`src/rtl/apb4_regbus_bridge.sv`:
```
// APB4 completer bridging to a single-outstanding register bus.
// Adds byte strobes, stall back-pressure, range/alignment errors and a wait timeout.
module apb4_regbus_bridge #(
    parameter int ADDR_WIDTH  = 12,
    parameter int DATA_WIDTH  = 32,
    parameter int NUM_REGS    = 8,
    parameter int TIMEOUT     = 16,
    parameter int ALIGN_CHECK = 1
) (
    input  logic                    clk,
    input  logic                    rst,
    input  logic                    psel,
    input  logic                    penable,
    input  logic                    pwrite,
    input  logic [ADDR_WIDTH-1:0]   paddr,
    input  logic [DATA_WIDTH-1:0]   pwdata,
    input  logic [DATA_WIDTH/8-1:0] pstrb,
    output logic [DATA_WIDTH-1:0]   prdata,
    output logic                    pready,
    output logic                    pslverr,
    output logic                    bus_req,
    output logic                    bus_req_is_wr,
    output logic [ADDR_WIDTH-1:0]   bus_addr,
    output logic [DATA_WIDTH-1:0]   bus_wr_data,
    output logic [DATA_WIDTH-1:0]   bus_wr_biten,
    input  logic                    bus_req_stall_wr,
    input  logic                    bus_req_stall_rd,
    input  logic                    bus_rd_ack,
    input  logic                    bus_rd_err,
    input  logic [DATA_WIDTH-1:0]   bus_rd_data,
    input  logic                    bus_wr_ack,
    input  logic                    bus_wr_err
);

    localparam int STRB_W = DATA_WIDTH / 8;
    localparam int CNT_W  = (TIMEOUT < 1) ? 1 : $clog2(TIMEOUT + 1);

    // One past the last decoded byte; one extra bit so the compare never wraps.
    localparam logic [ADDR_WIDTH:0] LIMIT =
        (ADDR_WIDTH + 1)'(NUM_REGS * STRB_W);

    localparam logic [1:0] S_IDLE = 2'd0;
    localparam logic [1:0] S_REQ  = 2'd1;
    localparam logic [1:0] S_WAIT = 2'd2;
    localparam logic [1:0] S_RESP = 2'd3;

    logic [1:0]            r_state;
    logic [ADDR_WIDTH-1:0] r_addr;
    logic [DATA_WIDTH-1:0] r_wdata;
    logic                  r_wr;
    logic [STRB_W-1:0]     r_strb;
    logic                  r_err;
    logic [DATA_WIDTH-1:0] r_rdata;
    logic [CNT_W-1:0]      r_cnt;

    logic                  w_setup;
    logic                  w_oor;
    logic                  w_misalign;
    logic                  w_addr_bad;
    logic                  w_stall;
    logic                  w_ack;
    logic                  w_ack_err;
    logic [DATA_WIDTH-1:0] w_ack_data;
    logic [CNT_W-1:0]      w_cnt_nxt;
    logic                  w_tmo;
    logic                  w_in_req;
    logic                  w_in_resp;
    logic                  w_pready;
    logic [DATA_WIDTH-1:0] w_biten;

    // Setup-phase decode and address checks on the live APB inputs.
    always_comb begin
        w_setup    = psel && !penable;
        w_oor      = {1'b0, paddr} >= LIMIT;
        w_misalign = (ALIGN_CHECK != 0) &&
                     ((paddr % ADDR_WIDTH'(STRB_W)) != '0);
        w_addr_bad = w_oor || w_misalign;
    end

    // Select stall/ack/err lines matching the captured direction.
    always_comb begin
        w_stall    = r_wr ? bus_req_stall_wr : bus_req_stall_rd;
        w_ack      = r_wr ? bus_wr_ack : bus_rd_ack;
        w_ack_err  = r_wr ? bus_wr_err : bus_rd_err;
        w_ack_data = r_wr ? '0 : bus_rd_data;
    end

    // Wait-state timeout fires on the cycle the count would reach TIMEOUT.
    always_comb begin
        w_cnt_nxt = r_cnt + 1'b1;
        w_tmo     = (TIMEOUT != 0) && (w_cnt_nxt == CNT_W'(TIMEOUT));
    end

    // Expand byte strobes into per-bit enables.
    always_comb begin
        w_biten = '0;
        for (int i = 0; i < DATA_WIDTH; i++) begin
            w_biten[i] = r_strb[i/8];
        end
    end

    // State decode shared by the output drivers.
    always_comb begin
        w_in_req  = (r_state == S_REQ);
        w_in_resp = (r_state == S_RESP);
        w_pready  = w_in_resp && psel && penable;
    end

    // Main transfer FSM with capture, response and timeout registers.
    always_ff @(posedge clk or posedge rst) begin
        if (rst) begin
            r_state <= S_IDLE;
            r_addr  <= '0;
            r_wdata <= '0;
            r_wr    <= 1'b0;
            r_strb  <= '0;
            r_err   <= 1'b0;
            r_rdata <= '0;
            r_cnt   <= '0;
        end else begin
            unique case (r_state)
                S_IDLE: begin
                    if (w_setup) begin
                        r_addr  <= paddr;
                        r_wdata <= pwdata;
                        r_wr    <= pwrite;
                        r_strb  <= pwrite ? pstrb : '0;
                        r_rdata <= '0;
                        r_cnt   <= '0;
                        if (w_addr_bad) begin
                            r_err   <= 1'b1;
                            r_state <= S_RESP;
                        end else begin
                            r_err   <= 1'b0;
                            r_state <= S_REQ;
                        end
                    end
                end
                S_REQ: begin
                    if (!w_stall) begin
                        if (w_ack) begin
                            r_err   <= w_ack_err;
                            r_rdata <= w_ack_data;
                            r_state <= S_RESP;
                        end else begin
                            r_state <= S_WAIT;
                        end
                    end
                end
                S_WAIT: begin
                    r_cnt <= w_cnt_nxt;
                    if (w_ack) begin
                        r_err   <= w_ack_err;
                        r_rdata <= w_ack_data;
                        r_state <= S_RESP;
                    end else if (w_tmo) begin
                        r_err   <= 1'b1;
                        r_rdata <= '0;
                        r_state <= S_RESP;
                    end
                end
                S_RESP: begin
                    // A dropped psel abandons the response as well.
                    if (w_pready || !psel) begin
                        r_state <= S_IDLE;
                    end
                end
                default: begin
                    r_state <= S_IDLE;
                end
            endcase
        end
    end

    // Register-bus request outputs, held at zero outside REQ.
    always_comb begin
        bus_req       = w_in_req;
        bus_req_is_wr = w_in_req && r_wr;
        bus_addr      = w_in_req ? r_addr : '0;
        bus_wr_data   = w_in_req ? r_wdata : '0;
        bus_wr_biten  = (w_in_req && r_wr) ? w_biten : '0;
    end

    // APB response outputs, only non-zero while completing in RESP.
    always_comb begin
        pready  = w_pready;
        pslverr = w_pready && r_err;
        prdata  = (w_pready && !r_wr) ? r_rdata : '0;
    end

endmodule

```
`config.mk`:
```
export PLATFORM = sky130hd
export DESIGN_NAME = apb4_regbus_bridge
export DESIGN_NICKNAME = d
export VERILOG_FILES = /design/src/rtl/apb4_regbus_bridge.sv
export SDC_FILE = /design/constraint.sdc
export NUM_CORES = 1
export LEC_CHECK = 0
export ABC_AREA = 1
export BUFFER_PORTS_ARGS = -buffer_cell sky130_fd_sc_hd__buf_2
export CORE_MARGIN = 5
export CORE_UTILIZATION = 30
export CTS_CLUSTER_DIAMETER = 200
export DETAILED_ROUTE_END_ITERATION = 12
export GPL_TIMING_DRIVEN = 1
export HOLD_SLACK_MARGIN = 0.02
export PLACE_DENSITY_LB_ADDON = 0.12
export SLEW_MARGIN = 20
export SYNTH_ARGS = -nofsm -noshare
export SYNTH_HDL_FRONTEND = slang
export SYNTH_SLANG_ARGS = --single-unit
```
`constraint.sdc`:
```
create_clock -name clk -period 6.5 [get_ports clk]
set_input_delay 1.3 -clock clk [delete_from_list [all_inputs] [get_ports clk]]
set_output_delay 1.3 -clock clk [all_outputs]
set_load 0.005 [all_outputs]
```
# Yosys cells after proc, flatten, opt, wreduce, memory -nomap -nowiden

Index checks and enable logic that the tools add are counted.

Register bits: 89
Input port bits: 91
Output and inout bits: 112
Word-level logic and storage cells: 70

Add/subtract/negate cells: 1
Order comparisons: 1
Equal/unequal tests: 9
Multiplexer cells: 32
Reductions and logical operators: 19

Operators by type and width:

| cell                                                                   | count |
|---|---|
| 32-bit 2-to-1 mux                                                      | 9 |
| 32-bit one-hot mux with 3 select lines                                 | 1 |
| 12-bit by 6-bit >= comparator with 1-bit output, second input constant | 1 |
| 12-bit 2-to-1 mux                                                      | 1 |
| 2-bit 2-to-1 mux                                                       | 6 |
| 12-bit nonzero test                                                    | 1 |
| 1-bit 2-to-1 mux                                                       | 10 |
| 5-bit one-hot mux with 2 select lines                                  | 1 |
| 2-bit one-hot mux with 4 select lines                                  | 1 |
| 1-bit logical AND                                                      | 6 |
| 2-bit != test, second input constant                                   | 3 |
| 5-bit by 1-bit adder with 5-bit output, second input constant          | 1 |
| 5-bit == test, second input constant                                   | 1 |
| 5-bit 2-to-1 mux                                                       | 1 |
| 5-bit AND reduction                                                    | 1 |
| 2-bit == test, second input constant                                   | 2 |
| 4-bit 2-to-1 mux                                                       | 1 |
| 2-bit AND reduction                                                    | 2 |
| 4-bit AND reduction                                                    | 1 |
| 1-bit zero test                                                        | 3 |
| 3-bit != test, second input constant                                   | 1 |
| 1-bit one-hot mux with 3 select lines                                  | 1 |
| 3-bit nonzero test                                                     | 1 |
| 2-bit by 1-bit == test with 1-bit output, second input constant        | 1 |
| other kinds (4)                                                        | 5 |

# Depth between registers and ports, before layout

Gate-level depths: netlist of run 1.

Depth in word-level cells: 6
Mapped depth: 11
Mapped depth without buffers: 10

# Worst setup path after synthesis of run 1

No wires, ideal clock.

Path type: input to output
Start: in psel
End: out prdata[10]
Arrival time: 1.911 ns
Data required time: 5.200 ns
Setup slack: 3.289 ns
Cell stages on the path: 5
Buffers on the path: 1
Cell sequence: nand3_1 inv_1 nand2_1 clkbuf_1 nor2_1

Longest elaborated chain between the ends: 4

Ends and longest elaborated chain:

| element                        | RTL line | source |
|---|---|---|
| from (decl)                    | 12       | `input logic psel,` |
| 1-bit logical AND (2 in a row) | 106      | `w_pready = w_in_resp && psel && penable;` |
| named net pready               | 19       | `output logic pready,` |
| 1-bit logical AND              | 188      | `prdata = (w_pready && !r_wr) ? r_rdata : '0;` |
| 32-bit 2-to-1 mux              | 188      |  |
| to (decl)                      | 18       | `output logic [DATA_WIDTH-1:0] prdata,` |

The timed path passes the listed nets, and every way through them passes these cells.

# Worst setup path in the final report of run 1

Start: in psel
End: out prdata[23]

Longest elaborated chain between the ends: 4

Ends and longest elaborated chain:

| element                        | RTL line |
|---|---|
| 1-bit logical AND (2 in a row) | 106 |
| 1-bit logical AND              | 188 |
| 32-bit 2-to-1 mux              | 188 |

No other way between the ends.

==> results of run 1 <==
## logic make-up (layout without fill, tap and decap cells)
kind of cell             Yosys count  count (layout)  synth area share
AO/OA/AOI/OAI                     19              19            0.0202
adder cells (fa/ha/maj)            7               7            0.0176
buffers and inverters            199             361             0.180
flip-flops                        89              89             0.448
AND/OR/NAND/NOR                  403             403             0.334
## critical path, delay by kind of cell
family	cells	cell delay [ps]
buf+inv	3	350
simple gates	3	960
## stage by stage
stage	util	worst slack [ps]	hold WS, ps
final	0.381	2590	471
after floorplan	-	2890	442
after global placement	0.361	2610	456
after CTS	0.381	2540	475
after global routing	0.381	2370	487
after detailed placement	0.361	2540	459
## area by class of cell
cell class / instances / area, um2
inverter: 137 / 517
fill: 1802 / 10200
multi-input combinational: 429 / 1850
sequential: 89 / 2230
clock inverter: 7 / 101
timing repair buffer: 208 / 1060
tap: 220 / 275
clock buffer: 9 / 225
## layer usage
layer / part of all wire / track usage / up-vias
li1: - / - / 2398
met5: 0 / 0 / -
met2: 0.42 / 0.221 / 134
met1: 0.49 / 0.201 / 1993
met4: 0.0089 / 0.0448 / 0
met3: 0.077 / 0.0466 / 9
## sequential cells by signal, indices dropped and copies added (netlist names)
name / flops
r_strb: 4
r_addr: 12
r_state: 2
r_err: 1
r_rdata: 32
r_cnt: 5
r_wr: 1
r_wdata: 32
## power groups by stage
stage	combinational (mW)	sequential (mW)	clock, mW
CTS	1.05	0.930	0.594
global placement	1.05	0.934	0
finish	1.02	0.929	0.575
global route	1.19	0.961	0.612
detailed placement	1.05	0.933	0
floorplan	0.793	0.898	0
## path summary, 6_finish.rpt
path / startpoint / endpoint / slack, ps / depth (start not counted)
worst max register to register: r_state[1] / r_rdata[9] / 3520 / 11
worst max-delay path: psel / prdata[23] / 2590 / 6
min in group asynchronous: rst / r_wdata[7] / 950 / 2
worst min-delay path: r_rdata[24] / r_rdata[24] / 470 / 2
worst min register to register: r_rdata[24] / r_rdata[24] / 470 / 2
max in group asynchronous: rst / r_rdata[28] / 4440 / 3
## layout by cell type (no fill, tap or decap), types with 2 or more instances in the layout
cell type | Yosys | layout
nand4_1 | 37 | 37
inv_1 | 135 | 134
bufinv_16 | 0 | 2
nand3_1 | 20 | 19
nor2_1 | 77 | 77
buf_4 | 31 | 6
dfrtp_1 | 89 | 89
a21oi_1 | 4 | 4
buf_2 | 8 | 202
o21ai_0 | 13 | 13
nand2_1 | 265 | 265
ha_1 | 7 | 6
clkbuf_16 | 0 | 9
==> impl_metrics.env, run 1 <==
export IMPL_ys_types=22
export IMPL_post_drt_wl_per_cell_um=12.8
export IMPL_cts_clk_slew_worst_paths_ps=60
export IMPL_cts_repair_resized=0
export IMPL_final_nets=972
export IMPL_slowest_stage="nand2_1"
export IMPL_via_count=4534
export IMPL_yosysSeqAreaShare=0.448
export IMPL_slew_headroom=0.308
export IMPL_total_power_mw=2.52
export IMPL_clk_path_buf_depth=2
export IMPL_ctsRootBufferMaster="clkbuf_16"
export IMPL_hold_violations=0
export IMPL_antenna_found_initial=0
export IMPL_wirelength_um=14100
export IMPL_seqPwrFrac=0.368
export IMPL_num_rows=47
export IMPL_port_buffers=202
export IMPL_die_w_um=139
export IMPL_synthesis_instances=717
export IMPL_synth_flop_cell="dfrtp_1"
export IMPL_synth_net_count=815
export IMPL_area_delta_synth_final_pct=25.9
export IMPL_p_int_mw=1.47
export IMPL_gp_routability_congestion=0.732
export IMPL_cts_made_buffers=9
export IMPL_hpwl_um=9530
export IMPL_power_leakage_nw=4.02
export IMPL_clock_sinks=89
export IMPL_drv_cap=0
export IMPL_synth_common_cells="nand2_1 (265), inv_1 (135), dfrtp_1 (89), nor2_1 (77), nand4_1 (37)"
export IMPL_critPathCaptureType="output port"
export IMPL_ir_worst_vdd_v=0.000224
export IMPL_outcome="complete, no violations"
export IMPL_hold_class="reg2reg"
export IMPL_pin_count=203
export IMPL_timing_max_transition_violations_final=0
export IMPL_setup_viol=0
export IMPL_tightest_slew_ps=1040
export IMPL_timing_setup_tns_ps=0
export IMPL_synth_edf_count=0
export IMPL_synth_area_per_cell_um2=6.93
export IMPL_synth_top_area_cell="dfrtp_1"
export IMPL_cts_setup_buffers=0
export IMPL_clkPwrFrac=0.228
export IMPL_period_share=0.602
export IMPL_power_switching_mw=1.06
export IMPL_die_h_um=139
export IMPL_cts_max_level=3
export IMPL_grt_pass1_wl_um=23400
export IMPL_swShare=0.419
export IMPL_yosys_area_top_type_share=0.448
export IMPL_via_per_inst=4.13
export IMPL_ys_ff_latch=89
export IMPL_firstDrtPassIters=4
export IMPL_diodes=0
export IMPL_clk_latency_ps=350
export IMPL_dp_cells=1083
export IMPL_grt_usage=0.146
export IMPL_design_core_area_um2=16400
export IMPL_crit_type="in2out"
export IMPL_slowest_delay_ps=580
export IMPL_layout_drive_gt1_share=0.263
export IMPL_initialDrtViolationCount=228
export IMPL_detail_route_antenna_nets=0
export IMPL_power_density_nw_per_um2=404
export IMPL_power_share_combinational=0.404
export IMPL_syn_area_um2=4970
export IMPL_drc_errors=0
export IMPL_finClkSkew_ps=12.8
export IMPL_grt_remaining_overflow=0
export IMPL_finalCriticalPeriod_ps=3910
export IMPL_fmax_ghz=0.256
export IMPL_cts_hold_buf=0
export IMPL_final_area_um2=6250
export IMPL_yosysWarnings=0
export IMPL_tritoncts="built"
export IMPL_yosys_top_cells_area="dfrtp_1 (45%), nand2_1 (20%), inv_1 (10%)"
export IMPL_fp_dieArea_um2=19200
export IMPL_place_area_um2=5930
export IMPL_worstPathCellList="buf_2 > nand3_1 > inv_1 > nand2_1 > nor2_1 > buf_2"
export IMPL_startpoint_type="input pin"
export IMPL_initial_core_util=0.303
export IMPL_rsz0062_at_grt="false"
export IMPL_grt_pass1_vias=4639
export IMPL_synth_most_common_cell="nand2_1"
export IMPL_async_flop_share=1.00
export IMPL_crit_required_ps=5200
export IMPL_cp_max_fo=32
export IMPL_grt_max_degree=57
export IMPL_path_common_cell="buf_2"
export IMPL_stdcell_count=1099
export IMPL_worstPathArrival_ps=2610
No activity file was read; power rests on OpenSTA's default activity.
==> inputs of run 2 (changes only) <==
==> constraint.sdc (replaced) <==
create_clock -name clk -period 3.5 [get_ports clk]
set_input_delay 0.7 -clock clk [delete_from_list [all_inputs] [get_ports clk]]
set_output_delay 0.7 -clock clk [all_outputs]
set_load 0.005 [all_outputs]
==> run 2 against run 1 <==
Critical path type is now reg2out. Global-route usage barely moved. First-iteration DRC count fell by 38%. Cell area rose by 0.12%. Register-to-register slack got worse by 2300 ps. Die area did not move. Non-clock buffer count rose by 3. Hold slack got worse by 160 ps. Sequential cell count did not move.
==> impl_metrics.env, run 2 (same netlist as run 1, synthesis figures left out) <==
export IMPL_drc_errors=0
export IMPL_fp_dieArea_um2=19200
export IMPL_dp_cells=1086
export IMPL_period_share=0.741
export IMPL_grt_usage=0.147
export IMPL_die_h_um=139
export IMPL_finClkSkew_ps=6.80
export IMPL_cts_hold_buf=0
export IMPL_stdcell_count=1102
export IMPL_grt_pass1_vias=4599
export IMPL_cp_num_buf_inv=4
export IMPL_wl_met2_um=6080
export IMPL_cts_max_level=3
export IMPL_tritoncts="built"
export IMPL_initialDrtViolationCount=142
export IMPL_final_cell_mix="nand2_1 (265), buf_2 (202), inv_1 (134)"
export IMPL_worstSetupPathDepth=6
export IMPL_startpoint_type="flop"
export IMPL_cpLargestDelayFamily="buffers and inverters"
export IMPL_cts_made_buffers=9
export IMPL_num_rows=47
export IMPL_clk_latency_ps=340
export IMPL_path_common_cell="inv_1"
export IMPL_initial_core_util=0.303
export IMPL_via_count=4584
export IMPL_design_core_area_um2=16400
export IMPL_post_drt_wl_per_cell_um=12.8
export IMPL_grt_pass1_wl_um=23200
export IMPL_via_per_inst=4.16
export IMPL_layout_commonest_cell="nand2_1"
export IMPL_port_buffers=202
export IMPL_drv_cap=0
export IMPL_register_area_um2=2230
export IMPL_outcome="complete, no violations"
export IMPL_detail_route_antenna_nets=0
export IMPL_timing_setup_tns_ps=0
export IMPL_rr_worst_depth=7
export IMPL_hold_class="in2async"
export IMPL_worstPathCellList="inv_1 > ha_2 > buf_4 > nand2_1 > inv_1 > buf_2"
export IMPL_cts_clk_slew_worst_paths_ps=60
export IMPL_ctsRootBufferMaster="clkbuf_16"
export IMPL_layout_drive_gt1_share=0.263
export IMPL_wirelength_um=14100
export IMPL_clk_path_buf_depth=2
export IMPL_area_delta_synth_final_pct=26.0
export IMPL_reg_largest_list="r_rdata: 32 flops, r_wdata: 32 flops, r_addr: 12 flops"
export IMPL_antenna_found_initial=0
export IMPL_critPathCaptureType="output port"
export IMPL_clock_sinks=89
export IMPL_top_layer="met4"
export IMPL_rsz0062_at_grt="false"
export IMPL_diodes=0
export IMPL_die_w_um=139
export IMPL_wl_met3_um=1200
export IMPL_firstDrtPassIters=4
export IMPL_ir_worst_vdd_v=0.000398
export IMPL_timing_max_transition_violations_final=0
export IMPL_power_density_nw_per_um2=740
export IMPL_crit_required_ps=2800
export IMPL_gp_routability_congestion=0.739
export IMPL_nFillCells=1840
export IMPL_worstPathArrival_ps=1900
export IMPL_crit_type="reg2out"
export IMPL_final_nets=975
export IMPL_setup_viol=0
export IMPL_cp_max_fo=45
export IMPL_hpwl_um=9610
export IMPL_cts_repair_resized=0
export IMPL_slew_headroom=0.477
export IMPL_slowest_delay_ps=450
export IMPL_fmax_ghz=0.385
export IMPL_finalCriticalPeriod_ps=2600
export IMPL_tightest_slew_ps=780
export IMPL_pin_count=203
export IMPL_power_leakage_nw=4.02
export IMPL_hold_violations=0
export IMPL_slowest_stage="dfrtp_1"
export IMPL_cts_setup_buffers=0
export IMPL_grt_max_degree=69
export IMPL_met1_length_um=6720
export IMPL_multi_input_area_um2=1850
export IMPL_grt_remaining_overflow=0
[run 2: changes by cell type in the layout (fill, tap and decap cells not counted), sizes merged]
cell / change
buf: +3
bufinv: -1
clkbuf: +3
clkinv: +1
clkinvlp: -1
inv: -2
[run 2: layer usage]
layer / vias to the layer above / track usage
li1: 2412 / -
met1: 2026 / 0.193
met2: 140 / 0.229
met3: 6 / 0.0617
met4: 0 / 0.0278
met5: - / 0
[run 2: worst reg2reg max path, cell delays in order, from the launching register on]
cell	delay (ps)
dfrtp_1	440
inv_1	130
ha_1	250
nand3_2	90
clkinv_1	610
buf_4	490
nand2_1	110
nand2_1	50
[run 2: final cells by class]
cell class                      instances  area share
Timing Repair Buffer                  211       0.174
Clock inverter                          4     0.00839
Inverter                              137      0.0825
Tap cell                              220      0.0440
Clock buffer                           12      0.0394
Sequential cell                        89       0.356
Multi-Input combinational cell        429       0.296
[run 2: power by group]
group	switching (mW)	leakage, nW	total (mW)	internal [mW]
registers	0.256	1.16	1.72	1.47
clock network	0.422	0.147	0.997	0.576
logic	1.26	2.72	1.91	0.650
total	1.94	4.02	4.63	2.69
[run 2: path summary, 6_finish.rpt]
check,to,start,slack (ps)
setup reg to reg,r_addr[11],r_state[0],1230
max in group asynchronous,r_rdata[22],rst,2490
hold / removal,r_wdata[1],rst,310
hold reg to reg,r_rdata[4],r_rdata[4],470
min in group clk,r_rdata[4],r_rdata[4],470
setup / recovery,bus_addr[10],r_state[1],900
[run 2: through the flow]
stage / total power [mW] / setup WS (ps) / area, um2 / util / hold slack [ps]
after floorplan: 3.14 / 493 / 4970 / - / 442
after global placement: 3.69 / 1100 / 5960 / 0.363 / 455
after detailed placement: 3.69 / 1070 / 5960 / 0.363 / 459
after CTS: 4.73 / 843 / 6260 / 0.382 / 306
after global routing: 5.09 / 737 / 6260 / 0.382 / 320
final: 4.63 / 905 / 6260 / 0.382 / 311
==> inputs of run 3 (changes only) <==
==> constraint.sdc (replaced) <==
create_clock -name clk -period 2.35 [get_ports clk]
set_input_delay 0.47 -clock clk [delete_from_list [all_inputs] [get_ports clk]]
set_output_delay 0.47 -clock clk [all_outputs]
set_load 0.005 [all_outputs]
==> run 3 against run 2 <==
Clock power up 62%. Combinational power up 54%. First-iteration DRC count up 110%. Sequential cell count unchanged. Power up 54%. Final cell count up 0.36%.
==> impl_metrics.env, run 3 (same netlist as run 1, synthesis figures left out) <==
export IMPL_seqPwrFrac=0.360
export IMPL_timing_max_transition_violations_final=0
export IMPL_hpwl_um=9850
export IMPL_firstDrtPassIters=4
export IMPL_via_per_inst=4.12
export IMPL_power_leakage_nw=4.07
export IMPL_worstPathArrival_ps=1710
export IMPL_area_delta_synth_final_pct=29.2
export IMPL_grt_max_degree=49
export IMPL_design_core_area_um2=16400
export IMPL_clkPwrFrac=0.227
export IMPL_grt_remaining_overflow=0
export IMPL_diodes=0
export IMPL_outcome="complete, no violations"
export IMPL_power_density_nw_per_um2=1110
export IMPL_pin_count=203
export IMPL_setup_viol=0
export IMPL_p_int_mw=4.23
export IMPL_cp_max_fo=41
export IMPL_period_share=0.929
export IMPL_power_switching_mw=2.91
export IMPL_tritoncts="built"
export IMPL_final_cell_mix="nand2_1 (264), buf_2 (202), inv_1 (134)"
export IMPL_dp_slack_ps=236
export IMPL_final_setup_worst_slack_ps=166
export IMPL_grt_pass1_wl_um=23100
export IMPL_whs_ps=181
export IMPL_initialDrtViolationCount=299
export IMPL_cts_made_buffers=9
export IMPL_cts_max_level=3
export IMPL_hold_violations=0
export IMPL_reg2reg_from="r_state[1]"
export IMPL_final_area_um2=6420
export IMPL_crit_required_ps=1880
export IMPL_grt_pass1_vias=4698
export IMPL_rr_worst_depth=10
export IMPL_stdcell_count=1106
export IMPL_die_h_um=139
export IMPL_ctsRootBufferMaster="clkbuf_16"
export IMPL_startpoint_type="flop"
export IMPL_via_count=4560
export IMPL_detail_route_antenna_nets=0
export IMPL_tightest_slew_ps=572
export IMPL_cts_clk_slew_worst_paths_ps=70
export IMPL_final_nets=979
export IMPL_layout_commonest_cell="nand2_1"
export IMPL_reg_largest_list="r_rdata: 32 flops, r_wdata: 32 flops, r_addr: 12 flops"
export IMPL_clk_latency_ps=340
export IMPL_finalCriticalPeriod_ps=2180
export IMPL_clock_sinks=89
export IMPL_dp_cells=1088
export IMPL_place_area_um2=6030
export IMPL_finClkSkew_ps=5.96
export IMPL_fp_dieArea_um2=19200
export IMPL_drc_errors=0
export IMPL_swShare=0.408
export IMPL_initial_core_util=0.303
export IMPL_grt_usage=0.145
export IMPL_port_buffers=202
export IMPL_antenna_found_initial=0
export IMPL_num_rows=47
export IMPL_rsz0062_at_grt="false"
export IMPL_hold_class="in2async"
export IMPL_critPathCaptureType="output port"
export IMPL_post_drt_wl_per_cell_um=12.5
export IMPL_slew_headroom=0.618
export IMPL_gp_routability_congestion=0.801
export IMPL_power_share_combinational=0.413
export IMPL_r2r_slack_ps=300
export IMPL_layout_drive_gt1_share=0.277
export IMPL_crit_type="reg2out"
export IMPL_clk_path_buf_depth=2
export IMPL_ir_worst_vdd_v=0.000518
export IMPL_drv_cap=0
export IMPL_die_w_um=139
export IMPL_fmax_ghz=0.458
export IMPL_nFillCells=1779
export IMPL_wirelength_um=13900
export IMPL_reg2reg_to="r_rdata[13]"
-- run 3: changes by cell type in the layout (fill, tap and decap cells not counted), sizes merged --
cell / change
clkbuf: -1
buf: +4
inv: +1
clkinv: -3
clkinvlp: +2
bufinv: +1
-- run 3: critical path, cell delays in order (launching register included) --
cell     delay, ps
dfrtp_2        450
inv_1          110
ha_2           290
buf_12         230
nand2_1         80
inv_1           80
buf_2          120
-- run 3: timing repair --
item                       in CTS  in global routing
setup endpoints to repair      32                 60
resized for setup               0                 11
setup buffers                   0                  2
hold buffers                    0                  0
-- run 3: layout make-up --
cell class	count	area, um2	share of cell area
flip-flops and latches	89	2230	0.348
multi-input cells	429	1880	0.294
repair buffers	215	1170	0.183
inverters	137	518	0.0807
well taps	220	275	0.0429
clock buffers	11	253	0.0394
clock inverters	5	85.1	0.0133
-- run 3: worst max path at each step --
stage                           from          endpoint  slack [ps]  cells past startpoint
final                     r_state[1]      bus_addr[10]         170                      6
after global routing      r_state[1]         prdata[9]         0.8                      7
after detailed placement  r_state[1]       r_rdata[13]         240                     10
after CTS                 r_state[1]  bus_wr_biten[23]         -30                      5
after floorplan           r_state[1]  bus_wr_biten[10]         240                      6
after global placement    r_state[1]       r_rdata[14]         340                     10
-- run 3: stage by stage --
| step | setup TNS (ps) | utilization | power [mW] |
|---|---|---|---|
| after floorplan | 0 | - | 4.68 |
| after global placement | 0 | 0.367 | 5.53 |
| after detailed placement | 0 | 0.367 | 5.52 |
| after CTS | -445 | 0.388 | 7.21 |
| after global routing | 0 | 0.391 | 7.81 |
| final | 0 | 0.391 | 7.14 |
-- run 3: metal layers --
layer | track usage | vias up | share of wire
li1 | - | 2420 | -
met1 | 0.203 | 1992 | 0.50
met2 | 0.217 | 136 | 0.42
met3 | 0.0403 | 12 | 0.065
met4 | 0.0484 | 0 | 0.015
met5 | 0 | - | 0
-- run 3: power groups by stage --
stage / logic (mW) / registers, mW / clock network, mW
2_1_floorplan: 2.19 / 2.49 / 0
3_3_place_gp: 2.93 / 2.60 / 0
3_5_place_dp: 2.94 / 2.58 / 0
4_1_cts: 2.95 / 2.57 / 1.69
5_1_grt: 3.41 / 2.66 / 1.75
6_report: 2.95 / 2.57 / 1.62
